`src/rtl/block_put.sv`:
```
// Tile writer: stores a J x K tile into a row-major matrix memory at a (row, col) origin,
// clipping elements that fall outside the matrix, with optional read-add-write accumulation.
module block_put #(
    parameter int DATA_W = 16,
    parameter int J      = 2,
    parameter int K      = 2,
    parameter int IDX_W  = 10
) (
    input  logic                    clk,
    input  logic                    rst,
    input  logic                    start,
    input  logic                    accumulate,
    input  logic [IDX_W-1:0]        start_row,
    input  logic [IDX_W-1:0]        start_col,
    input  logic [IDX_W-1:0]        num_cols,
    input  logic [IDX_W-1:0]        matrix_len,
    input  logic [DATA_W*J*K-1:0]   block,
    output logic [IDX_W-1:0]        mem_addr,
    output logic [DATA_W-1:0]       mem_wdata,
    output logic                    mem_we,
    output logic                    mem_re,
    input  logic [DATA_W-1:0]       mem_rdata,
    output logic                    busy,
    output logic                    done
);

    localparam int N   = J * K;
    localparam int E_W = (N > 1) ? $clog2(N) : 1;
    localparam int AW  = 2 * IDX_W;
    localparam logic [E_W-1:0] LAST_E = E_W'(N - 1);

    typedef enum logic [1:0] {
        IDLE  = 2'd0,
        ISSUE = 2'd1,
        RMW   = 2'd2,
        DONE  = 2'd3
    } state_t;

    state_t                 state;
    logic [E_W-1:0]         e;
    logic [DATA_W*N-1:0]    blk_q;
    logic [IDX_W-1:0]       row_q;
    logic [IDX_W-1:0]       col_q;
    logic [IDX_W-1:0]       ncols_q;
    logic [IDX_W-1:0]       mlen_q;
    logic                   acc_q;

    logic [AW-1:0]          row_w;
    logic [AW-1:0]          col_w;
    logic [AW-1:0]          addr_w;
    logic                   in_bounds;
    logic [DATA_W-1:0]      elem;

    // Element geometry is evaluated at double width so the bound checks never see a wrapped address.
    always_comb begin
        row_w     = AW'(row_q) + AW'(int'(e) / K);
        col_w     = AW'(col_q) + AW'(int'(e) % K);
        addr_w    = row_w * AW'(ncols_q) + col_w;
        in_bounds = (col_w < AW'(ncols_q)) && (addr_w < AW'(mlen_q));
        elem      = blk_q[int'(e)*DATA_W +: DATA_W];
    end

    always_ff @(posedge clk) begin
        if (rst) begin
            state   <= IDLE;
            e       <= '0;
            blk_q   <= '0;
            row_q   <= '0;
            col_q   <= '0;
            ncols_q <= '0;
            mlen_q  <= '0;
            acc_q   <= 1'b0;
        end else begin
            case (state)
                IDLE: begin
                    if (start) begin
                        blk_q   <= block;
                        row_q   <= start_row;
                        col_q   <= start_col;
                        ncols_q <= num_cols;
                        mlen_q  <= matrix_len;
                        acc_q   <= accumulate;
                        e       <= '0;
                        state   <= ISSUE;
                    end
                end
                ISSUE: begin
                    if (in_bounds && acc_q) begin
                        state <= RMW;
                    end else if (e == LAST_E) begin
                        state <= DONE;
                    end else begin
                        e     <= e + 1'b1;
                        state <= ISSUE;
                    end
                end
                RMW: begin
                    if (e == LAST_E) begin
                        state <= DONE;
                    end else begin
                        e     <= e + 1'b1;
                        state <= ISSUE;
                    end
                end
                DONE: begin
                    e     <= '0;
                    state <= IDLE;
                end
                default: state <= IDLE;
            endcase
        end
    end

    // Strobes are a pure function of state and element index; RMW data folds in the read returned this cycle.
    always_comb begin
        mem_we    = 1'b0;
        mem_re    = 1'b0;
        mem_addr  = '0;
        mem_wdata = '0;
        busy      = 1'b0;
        done      = 1'b0;
        case (state)
            ISSUE: begin
                busy = 1'b1;
                if (in_bounds) begin
                    mem_addr = addr_w[IDX_W-1:0];
                    if (acc_q) begin
                        mem_re = 1'b1;
                    end else begin
                        mem_we    = 1'b1;
                        mem_wdata = elem;
                    end
                end
            end
            RMW: begin
                busy      = 1'b1;
                mem_we    = 1'b1;
                mem_addr  = addr_w[IDX_W-1:0];
                mem_wdata = mem_rdata + elem;
            end
            DONE: begin
                done = 1'b1;
            end
            default: begin
            end
        endcase
    end

endmodule

```
`config.mk`:
```
export PLATFORM = sky130hd
export DESIGN_NAME = block_put
export DESIGN_NICKNAME = d
export VERILOG_FILES = /design/src/rtl/block_put.sv
export SDC_FILE = /design/constraint.sdc
export NUM_CORES = 1
export LEC_CHECK = 0
export CORE_ASPECT_RATIO = 1.5
export CORE_MARGIN = 1
export CORE_UTILIZATION = 50
export DETAILED_ROUTE_END_ITERATION = 8
export PLACE_DENSITY_LB_ADDON = 0.3
export RECOVER_POWER = 50
export SLEW_MARGIN = 20
export SYNTH_ARGS = -nofsm -noshare
export SYNTH_HDL_FRONTEND = slang
export SYNTH_SLANG_ARGS = --single-unit
```
`constraint.sdc`:
```
create_clock -name clk -period 10.1 [get_ports clk]
set_clock_uncertainty 0.2 [all_clocks]
set_input_delay 3.03 -clock clk [delete_from_list [all_inputs] [get_ports clk]]
set_output_delay 3.03 -clock clk [all_outputs]
set_load 0.02 [all_outputs]
```
## Word level (Yosys, flattened, before mapping)

Index checks and enable logic that the tools add are counted.

- Add/subtract/negate cells: 5
- Eq/ne operators: 6
- Shift-type cells: 1
- Multipliers: 1
- Mux-type cells: 21
- $lt $le $gt $ge: 2
- Bitwise operators: 0
- Divide/modulo/power cells: 0
- Reductions and logical operators: 6

Operators with widths:

| kind | number |
|---|---|
| $shiftx A64 B7 Y16 | 1 |
| $mux W16 | 2 |
| $pmux W16 S2 | 1 |
| $add A10 B1 Y11 | 2 |
| $add A20 B11 Y20 | 1 |
| $lt A20 B10 Y1 | 1 |
| $mul A11 B10 Y20 | 1 |
| $pmux W10 S2 | 1 |
| $add A16 B16 Y16 | 1 |
| $pmux W2 S4 | 2 |
| $mux W2 | 6 |
| $lt A11 B10 Y1 | 1 |
| $mux W10 | 1 |
| $mux W1 | 7 |
| $eq A2 B2 Y1 const B | 3 |
| $ne A2 B2 Y1 const B | 2 |
| $reduce_and A2 Y1 | 2 |
| $add A2 B1 Y2 const B | 1 |
| $eq A2 B1 Y1 const B | 1 |
| $logic_and A1 B1 Y1 | 2 |
| $logic_not A2 Y1 | 1 |
| $pmux W1 S2 | 1 |
| $reduce_or A2 Y1 | 1 |

- Memories: 0
- Register bits: 109
- Bits in read-only memories: 0
- RAM bits: 0
- Input port bits: 124
- Output and inout port bits: 30
- Logic and storage cells: 50
- Bits in latches: 0

## Longest topological paths before layout

Gate-level depths: netlist of run 1.

- Depth after elaboration: 8
- Depth in mapped cells: 32
- Depth with buffers taken out: 31

## Worst setup path before layout of run 1

No wires, ideal clock.

- Path kind: register to output
- Start point: register e[1]
- End point: output port mem_wdata[10]
- Required time: 6.870 ns
- Data arrival time: 7.405 ns
- Path buffers: 2
- Setup slack: -0.535 ns
- Stages on the path, launching flop included: 29
- Path through: dfxtp_1 > ha_1 > and4_1 > nand2_1 > xnor2_1 > nand2_1 > fa_1 > fa_1 > fa_1 > fa_1 > fa_1 > inv_1 > ha_1 > o21ai_0 > a41oi_1 > nor2_1 > xnor2_1 > ha_1 > a211o_1 > a311oi_1 > nand3_1 > a2111oi_2 > nand4_1 > or4_4 > nor4_1 > and2_1 > buf_2 > buf_4 > o2bb2ai_1

- Word-level cells in the longest chain between the ends: 7
- Elaborated cells between the ends (all ways): 10
- Those cells by class: add/sub (3); mul (1); order compare (1); shift (1); mux (3); reduce/logical (1)

Ends and longest elaborated chain:

| element | line | source |
|---|---|---|
| start, declared | 40 | `logic [E_W-1:0] e;` |
| start signal, assigned | 93 | `e <= e + 1'b1;` |
| start signal, assigned | 101 | `e <= e + 1'b1;` |
| $add A10 B1 Y11 | 56 | `row_w = AW'(row_q) + AW'(int'(e) / K);` |
| $mul A11 B10 Y20 | 58 | `addr_w = row_w * AW'(ncols_q) + col_w;` |
| $add A20 B11 Y20 | 58 |  |
| $lt A20 B10 Y1 | 59 | `in_bounds = (col_w < AW'(ncols_q)) && (addr_w < AW'(mlen_q));` |
| $logic_and A1 B1 Y1 | 59 |  |
| $mux W16 | 125 | `if (in_bounds) begin` |
| $pmux W16 S2 * | 122 | `case (state)` |
| end, declared | 19 | `output logic [DATA_W-1:0] mem_wdata,` |

Every way passes the cells marked *; elsewhere a longest branch is shown, timed or not.

## Worst setup path in the final report of run 1

- Start point: register row_q[0]
- End point: output port mem_wdata[0]

- Word-level cells in the longest chain between the ends: 7

Ends and longest elaborated chain:

| element | line | source |
|---|---|---|
| start, declared | 42 | `logic [IDX_W-1:0] row_q;` |
| start signal, assigned | 78 | `row_q <= start_row;` |
| $add A10 B1 Y11 | 56 |  |
| $mul A11 B10 Y20 | 58 |  |
| $add A20 B11 Y20 | 58 |  |
| $lt A20 B10 Y1 | 59 |  |
| $logic_and A1 B1 Y1 | 59 |  |
| $mux W16 | 125 |  |
| $pmux W16 S2 | 122 |  |

No other way between the ends.

==> impl_results.md, run 1 <==
- Tot GR Track Use: 31.1%
- Clock share of power: 27.1%
- Number of flops mapped to enable cells by yosys: 0
- Die height: 175 µm
- Boundary Pins: 154
- # port buffers: 153
- Die area: 20400 µm²
- Crit end category: output port
- Largest net degree at the start of global routing: 106
- Flop pwr share: 35.9%
- Crit path kind: reg2out
- Largest cells by area after synthesis: dfxtp_1 (22%), fa_1 (16%), ha_1 (12%)
- # setup viols final: 28
- Placed Cells: 1693
- Worst setup SP type: register
- WL final: 29700 µm
- Worst path slowest cell: fa_1
- Min Tclk post-route: 10.83 ns
- Antenna cells: 0
- Antenna violations before repair: 0
- YS warnings: 0
- Worst slew margin: -246%
- Async SR Flop Fraction: 0%
- Total power per unit cell area: 98.5 nW/µm²
- Int Pwr: 0.893 mW
- Seq/Total Area, Yosys: 22.0%
- Fin nets: 1767
- Syn Nets: 1518
- Final std cells w/o fill: 1724
- Maximum clock rate: 92.3 MHz
- PnR worst setup slack: -0.733 ns
- Combinational group share of total power: 37.1%
- Via count: 9342
- Top-count cell post-synth: nand2_1
- Gr ovfl total: 0
- Hold WC Path Type: reg2reg
- TritonRoute pass-1 iters: 5
- Final hold vios: 0
- Maxcap violations: 1
- Vias in the first global route: 9972
- CTS Root Cell: clkbuf_16
- Worst-margin pin slew: 5.18 ns
- Area delta synth->final: 37.7%
- Mapped Cells: 1214
- RSZ-0062 raised after global routing: yes
- Average size of a mapped cell: 8.18 µm²
- Gpl congestion: 0.934
- CTS Buffer Depth: 2
- Routed len/inst: 17.2 µm
- Max rail drop VDD: 0.000104 V
- First-pass GRT wire length: 48600 µm
- Unique cell type count in the Yosys netlist: 59
- Leading area contributor after synthesis: dfxtp_1
- Crit-path most repeated cell: fa_1
- Top FF cell, synth: dfxtp_1
- Leakage: 6.24 nW
- Final Cycle Share: 107%
- Yosys reg bits: 109
- Drt first-iter violations: 432
- DIE WIDTH: 117 µm
- Util after Layout: 70.8%
- CTS tree: built
- Slew Limit Fails: 106
- Failing checks: max-capacitance violations, max-slew violations, negative setup slack
- Outcome: finished with violations
- Core Region: 19300 µm²
- H-tree levels: 3
- Final ANT Viol Nets: 0
- Vias per cell: 5.42
- Crit path DAT: 7.60 ns
- Sw Pwr: 0.453 mW
- Dpl hpwl: 23200 µm
- Synth cell count leaders: nand2_1 (275), a21oi_1 (138), inv_1 (130)
- Total CTS buffers: 9
- Clock transition at path regs: 0.08 ns
- Post-route DRC: 0
- Clk_lat worst skew: 0.36 ns
- Fillers: 1452
- Num Clock Sinks: 109
- Final Power: 1.35 mW
- Crit Path Max Fanout: 6
- Crit-path max cell delay: 0.55 ns
- Initial cell density of the core: 51.4%
- Layout cells sized above 1: 19.1%
- Sw Share: 33.7%
- WP data required: 6.87 ns
- Cell Area, Synth: 9930 µm²
- Yosys top cell area share: 22.0%
- Floorplan row count: 62
==> power groups by stage <==
| stage | sequential, mW | combinational (mW) | clock, mW |
|---|---|---|---|
| 2_1_floorplan | 0.484 | 0.280 | 0 |
| 3_3_place_gp | 0.490 | 0.454 | 0 |
| 3_5_place_dp | 0.492 | 0.462 | 0 |
| 4_1_cts | 0.482 | 0.483 | 0.369 |
| 5_1_grt | 0.486 | 0.546 | 0.389 |
| 6_report | 0.482 | 0.499 | 0.365 |
==> path summary, 6_finish.rpt <==
path	start	endpoint	slack, ns	cells past startpoint
hold / removal	blk_q[47]	blk_q[47]	0.25	2
setup reg to reg	row_q[0]	state[1]	2.35	30
setup / recovery	row_q[0]	mem_wdata[0]	-0.73	31
hold reg to reg	blk_q[47]	blk_q[47]	0.25	2
==> worst max-delay path: cells and delay by family (launching register included) <==
kind,cells,cell delay (ns)
simple gates,9,1.85
fa+ha+maj,8,3.04
buf+inv,6,0.52
flops,1,0.39
xor+xnor,2,0.35
compound gates,6,1.09
==> flip-flops by register name, indices dropped and copies added (netlist names) <==
signal / flops
acc_q: 1
blk_q: 64
col_q: 10
e: 2
mlen_q: 10
ncols_q: 10
row_q: 10
state: 2
==> metal layers <==
layer | track usage, % | up-vias | share of wire, %
met4 | 15.9 | 0 | 4.8
li1 | - | 4486 | -
met1 | 34.4 | 4487 | 37
met3 | 5.20 | 77 | 4.5
met5 | 0 | - | 0
met2 | 55.9 | 292 | 54
==> placed cells by master, fill, tap and decap left out, types with 8 or more instances in the layout <==
cell / Yosys / routed
and2_4: 0 / 11
xor2_1: 21 / 17
nor2_1: 39 / 38
o2bb2ai_4: 0 / 11
and3_1: 10 / 9
xnor2_1: 26 / 22
fa_1: 81 / 81
nand2_1: 275 / 270
clkbuf_16: 0 / 10
nand3_1: 15 / 14
buf_6: 0 / 32
dfxtp_1: 109 / 107
mux4_2: 16 / 16
a21o_1: 16 / 16
a21oi_1: 138 / 138
buf_4: 1 / 129
ha_1: 99 / 89
inv_1: 130 / 123
o21ai_0: 21 / 19
ha_4: 0 / 8
and2_1: 60 / 48
clkdlybuf4s50_1: 0 / 122
==> final cells by class <==
class,count,area (µm²),area share (%)
Clock inverter,4,35.0,0.256
Clock buffer,12,268,1.96
Inverter,130,490,3.59
Multi-Input combinational cell,918,7580,55.5
Sequential cell,109,2190,16.0
Tap cell,256,320,2.34
Timing Repair Buffer,295,2780,20.3
==> kinds of logic (layout without fill, tap and decap cells) <==
logic type                 Yosys count  count (layout)  synth area share (%)
adders and majority gates          180             180                  28.8
muxes                               20              20                  4.03
buffers and inverters              187             441                  7.16
and+or+nand+nor                    443             443                  20.1
DFF                                109             109                  22.0
xor gates and xnor gates            47              47                  4.15
AOI/OAI and AO/OA                  228             228                  13.8
==> stage by stage <==
| step | hold WS, ns | cell area, µm² | worst slack, ns | setup TNS, ns |
|---|---|---|---|---|
| global placement | 0.239 | 12900 | -0.864 | -22.23 |
| floorplan | 0.233 | 10300 | -0.110 | -1.27 |
| CTS | 0.254 | 13600 | -0.777 | -19.82 |
| finish | 0.253 | 13700 | -0.733 | -18.58 |
| global route | 0.268 | 13700 | -0.989 | -25.81 |
| detailed placement | 0.244 | 12900 | -1.03 | -26.43 |
==> what timing repair did <==
item | CTS | global route
gates cloned | 2 | 0
hold buffers | 0 | 0
pin swaps | 19 | 8
setup buffers | 10 | 3
endpoints found under the setup margin | 28 | 28
gates resized for setup | 203 | 16
No activity file was read; power rests on OpenSTA's default activity.
==> run 2: changes to the inputs <==
--- a/config.mk
+++ b/config.mk
@@ -9,6 +9,7 @@
 export CORE_MARGIN = 1
 export CORE_UTILIZATION = 50
 export DETAILED_ROUTE_END_ITERATION = 8
+export HOLD_SLACK_MARGIN = 0.05
 export PLACE_DENSITY_LB_ADDON = 0.3
 export RECOVER_POWER = 50
 export SLEW_MARGIN = 20
==> results of run 2 <==
No change in the layout: final DEF, timing and power equal those of run 1.
==> run 3: changes to the inputs <==
--- a/config.mk
+++ b/config.mk
@@ -7,12 +7,11 @@
 export LEC_CHECK = 0
 export CORE_ASPECT_RATIO = 1.5
 export CORE_MARGIN = 1
-export CORE_UTILIZATION = 50
+export CORE_UTILIZATION = 45
 export DETAILED_ROUTE_END_ITERATION = 8
 export HOLD_SLACK_MARGIN = 0.05
 export PLACE_DENSITY_LB_ADDON = 0.3
 export RECOVER_POWER = 50
-export SLEW_MARGIN = 20
 export SYNTH_ARGS = -nofsm -noshare
 export SYNTH_HDL_FRONTEND = slang
 export SYNTH_SLANG_ARGS = --single-unit
==> run 3 against run 2 <==
Against the previous run:
- the run still ends with max-capacitance violations, max-slew violations, negative setup slack left
- critical endpoint is now mem_wdata[14]
- global-route usage down 3.5 points
- total power decreased by 2.1%
- sequential power is essentially flat
- sequential cell count did not move
- largest power group unchanged
- count of clock-buffer cells in the layout decreased by 3
- first-iteration DRC count decreased by 25%
- worst hold slack about the same
- wire length shrank 0.32%
- clock power down 7.1%
- design area down 1.0%
==> impl_results.md, run 3 (same netlist as run 1, synthesis figures left out) <==
- Cts hold-fix bufs: 0
- Initial cell density of the core: 45.9%
- Most frequent cells in the layout: nand2_1 (271), a21oi_1 (138), buf_4 (134)
- CP Buf/Inv Count: 3
- Clock share of power: 25.7%
- # port buffers: 153
- Top delay family on crit path: adder cells
- Min Tclk post-route: 10.84 ns
- First-pass GRT wire length: 48000 µm
- Worst path slowest cell: fa_1
- Final Power: 1.32 mW
- Via count: 9258
- Flip-flop count of the largest register after layout: 64
- PnR worst setup slack: -0.743 ns
- R2R cell count: 28
- Biggest register: blk_q
- Hold WC Path Type: reg2reg
- Min-Delay Path Depth: 2
- Most common cell after layout, fill and taps aside: nand2_1
- Dpl hpwl: 23800 µm
- Worst slew margin: -249%
- Total CTS buffers: 9
- TritonRoute pass-1 iters: 7
- Post-route DRC: 0
- Failing checks: max-capacitance violations, max-slew violations, negative setup slack
- Worst-margin pin slew: 5.23 ns
- CTS Buffer Depth: 2
- Layout cells sized above 1: 18.2%
- Die area: 22700 µm²
- Die height: 184 µm
- Crit path DAT: 7.61 ns
- Vias in the first global route: 9837
- Num Clock Sinks: 109
- Setup tns final: -18.97 ns
- WL final: 29600 µm
- Combinational group share of total power: 37.6%
- Sw Pwr: 0.449 mW
- Tot GR Track Use: 27.6%
- Final Cycle Share: 107%
- Final hold vios: 0
- Cell depth of the worst setup path: 28
- RSZ-0062 raised after global routing: yes
- Util after Layout: 62.5%
- Area delta synth->final: 36.2%
- Core Region: 21600 µm²
- # setup viols final: 28
- Routed len/inst: 17.0 µm
- Crit-path max cell delay: 0.53 ns
- Floorplan row count: 66
- Drt first-iter violations: 323
- Crit Path Max Fanout: 6
- Vias per cell: 5.33
- H-tree levels: 3
- Clk_lat worst skew: 0.36 ns
- Gpl congestion: 0.920
- Antenna violations before repair: 0
- Gr ovfl total: 0
- Crit end category: output port
- Max rail drop VDD: 0.000103 V
- CTS tree: built
- Worst setup SP type: register
- Int Pwr: 0.869 mW
- Final ANT Viol Nets: 0
- Crit path kind: reg2out
- WP data required: 6.87 ns
- Maximum clock rate: 92.2 MHz
- Fin nets: 1764
- Crit-path most repeated cell: fa_1
- Largest net degree at the start of global routing: 106
- Clock transition at path regs: 0.07 ns
- Flop pwr share: 36.7%
- Maxcap violations: 1
- Leakage: 6.20 nW
- Antenna cells: 0
- Slew Limit Fails: 106
- CTS Root Cell: clkbuf_16
- Sw Share: 34.1%
- R2r setup slk: 2.31 ns
- DIE WIDTH: 123 µm
- Boundary Pins: 154
- Outcome: finished with violations
- Total power per unit cell area: 97.4 nW/µm²
==> run 3: through the flow <==
stage,instance area [µm²],setup slack (ns),hold WS (ns),std cells
after floorplan,10300,-0.110,0.233,1214
after global placement,13000,-1.04,0.240,1716
after detailed placement,13000,-1.14,0.244,1716
after CTS,13400,-0.819,0.254,1735
after global routing,13500,-1.04,0.273,1736
final,13500,-0.743,0.254,1736
==> run 3: worst min-delay path: stages, from the launching register on <==
cell and delay (ns):
dfxtp_1 0.31, nand2_1 0.05, a21oi_1 0.05
==> run 3: path summary, 6_finish.rpt <==
path	endpoint	start
min	blk_q[38]	blk_q[38]
max reg2reg	state[1]	row_q[0]
max	mem_wdata[14]	row_q[0]
min reg2reg	blk_q[38]	blk_q[38]
==> run 3: final cells by class <==
cell class                 count  area (µm²)
fill                        1885        8110
sequential                   109        2190
timing repair buffer         292        2680
clock buffer                   9         225
tap                          272         340
clock inverter                 6        46.3
inverter                     130         490
multi-input combinational    918        7550
==> run 3: power by group through the flow <==
stage / logic, mW / registers [mW] / clock network (mW)
floorplan: 0.280 / 0.484 / 0
global placement: 0.459 / 0.492 / 0
detailed placement: 0.465 / 0.493 / 0
CTS: 0.481 / 0.483 / 0.347
global route: 0.544 / 0.487 / 0.366
finish: 0.495 / 0.484 / 0.339
==> run 3: what timing repair did <==
item	4_1_cts	5_1_grt
setup buffers	3	1
resized for setup	169	34
pin swaps	10	7
cloned	1	1
endpoints found under the setup margin	28	28
==> run 3: metal layers <==
layer | wire, µm | global-route usage, % | vias up
met4 | 1350 | 13.5 | 0
met5 | 0 | 0 | -
met3 | 1270 | 4.44 | 76
li1 | - | - | 4470
met2 | 16200 | 51.5 | 231
met1 | 10700 | 29.4 | 4481
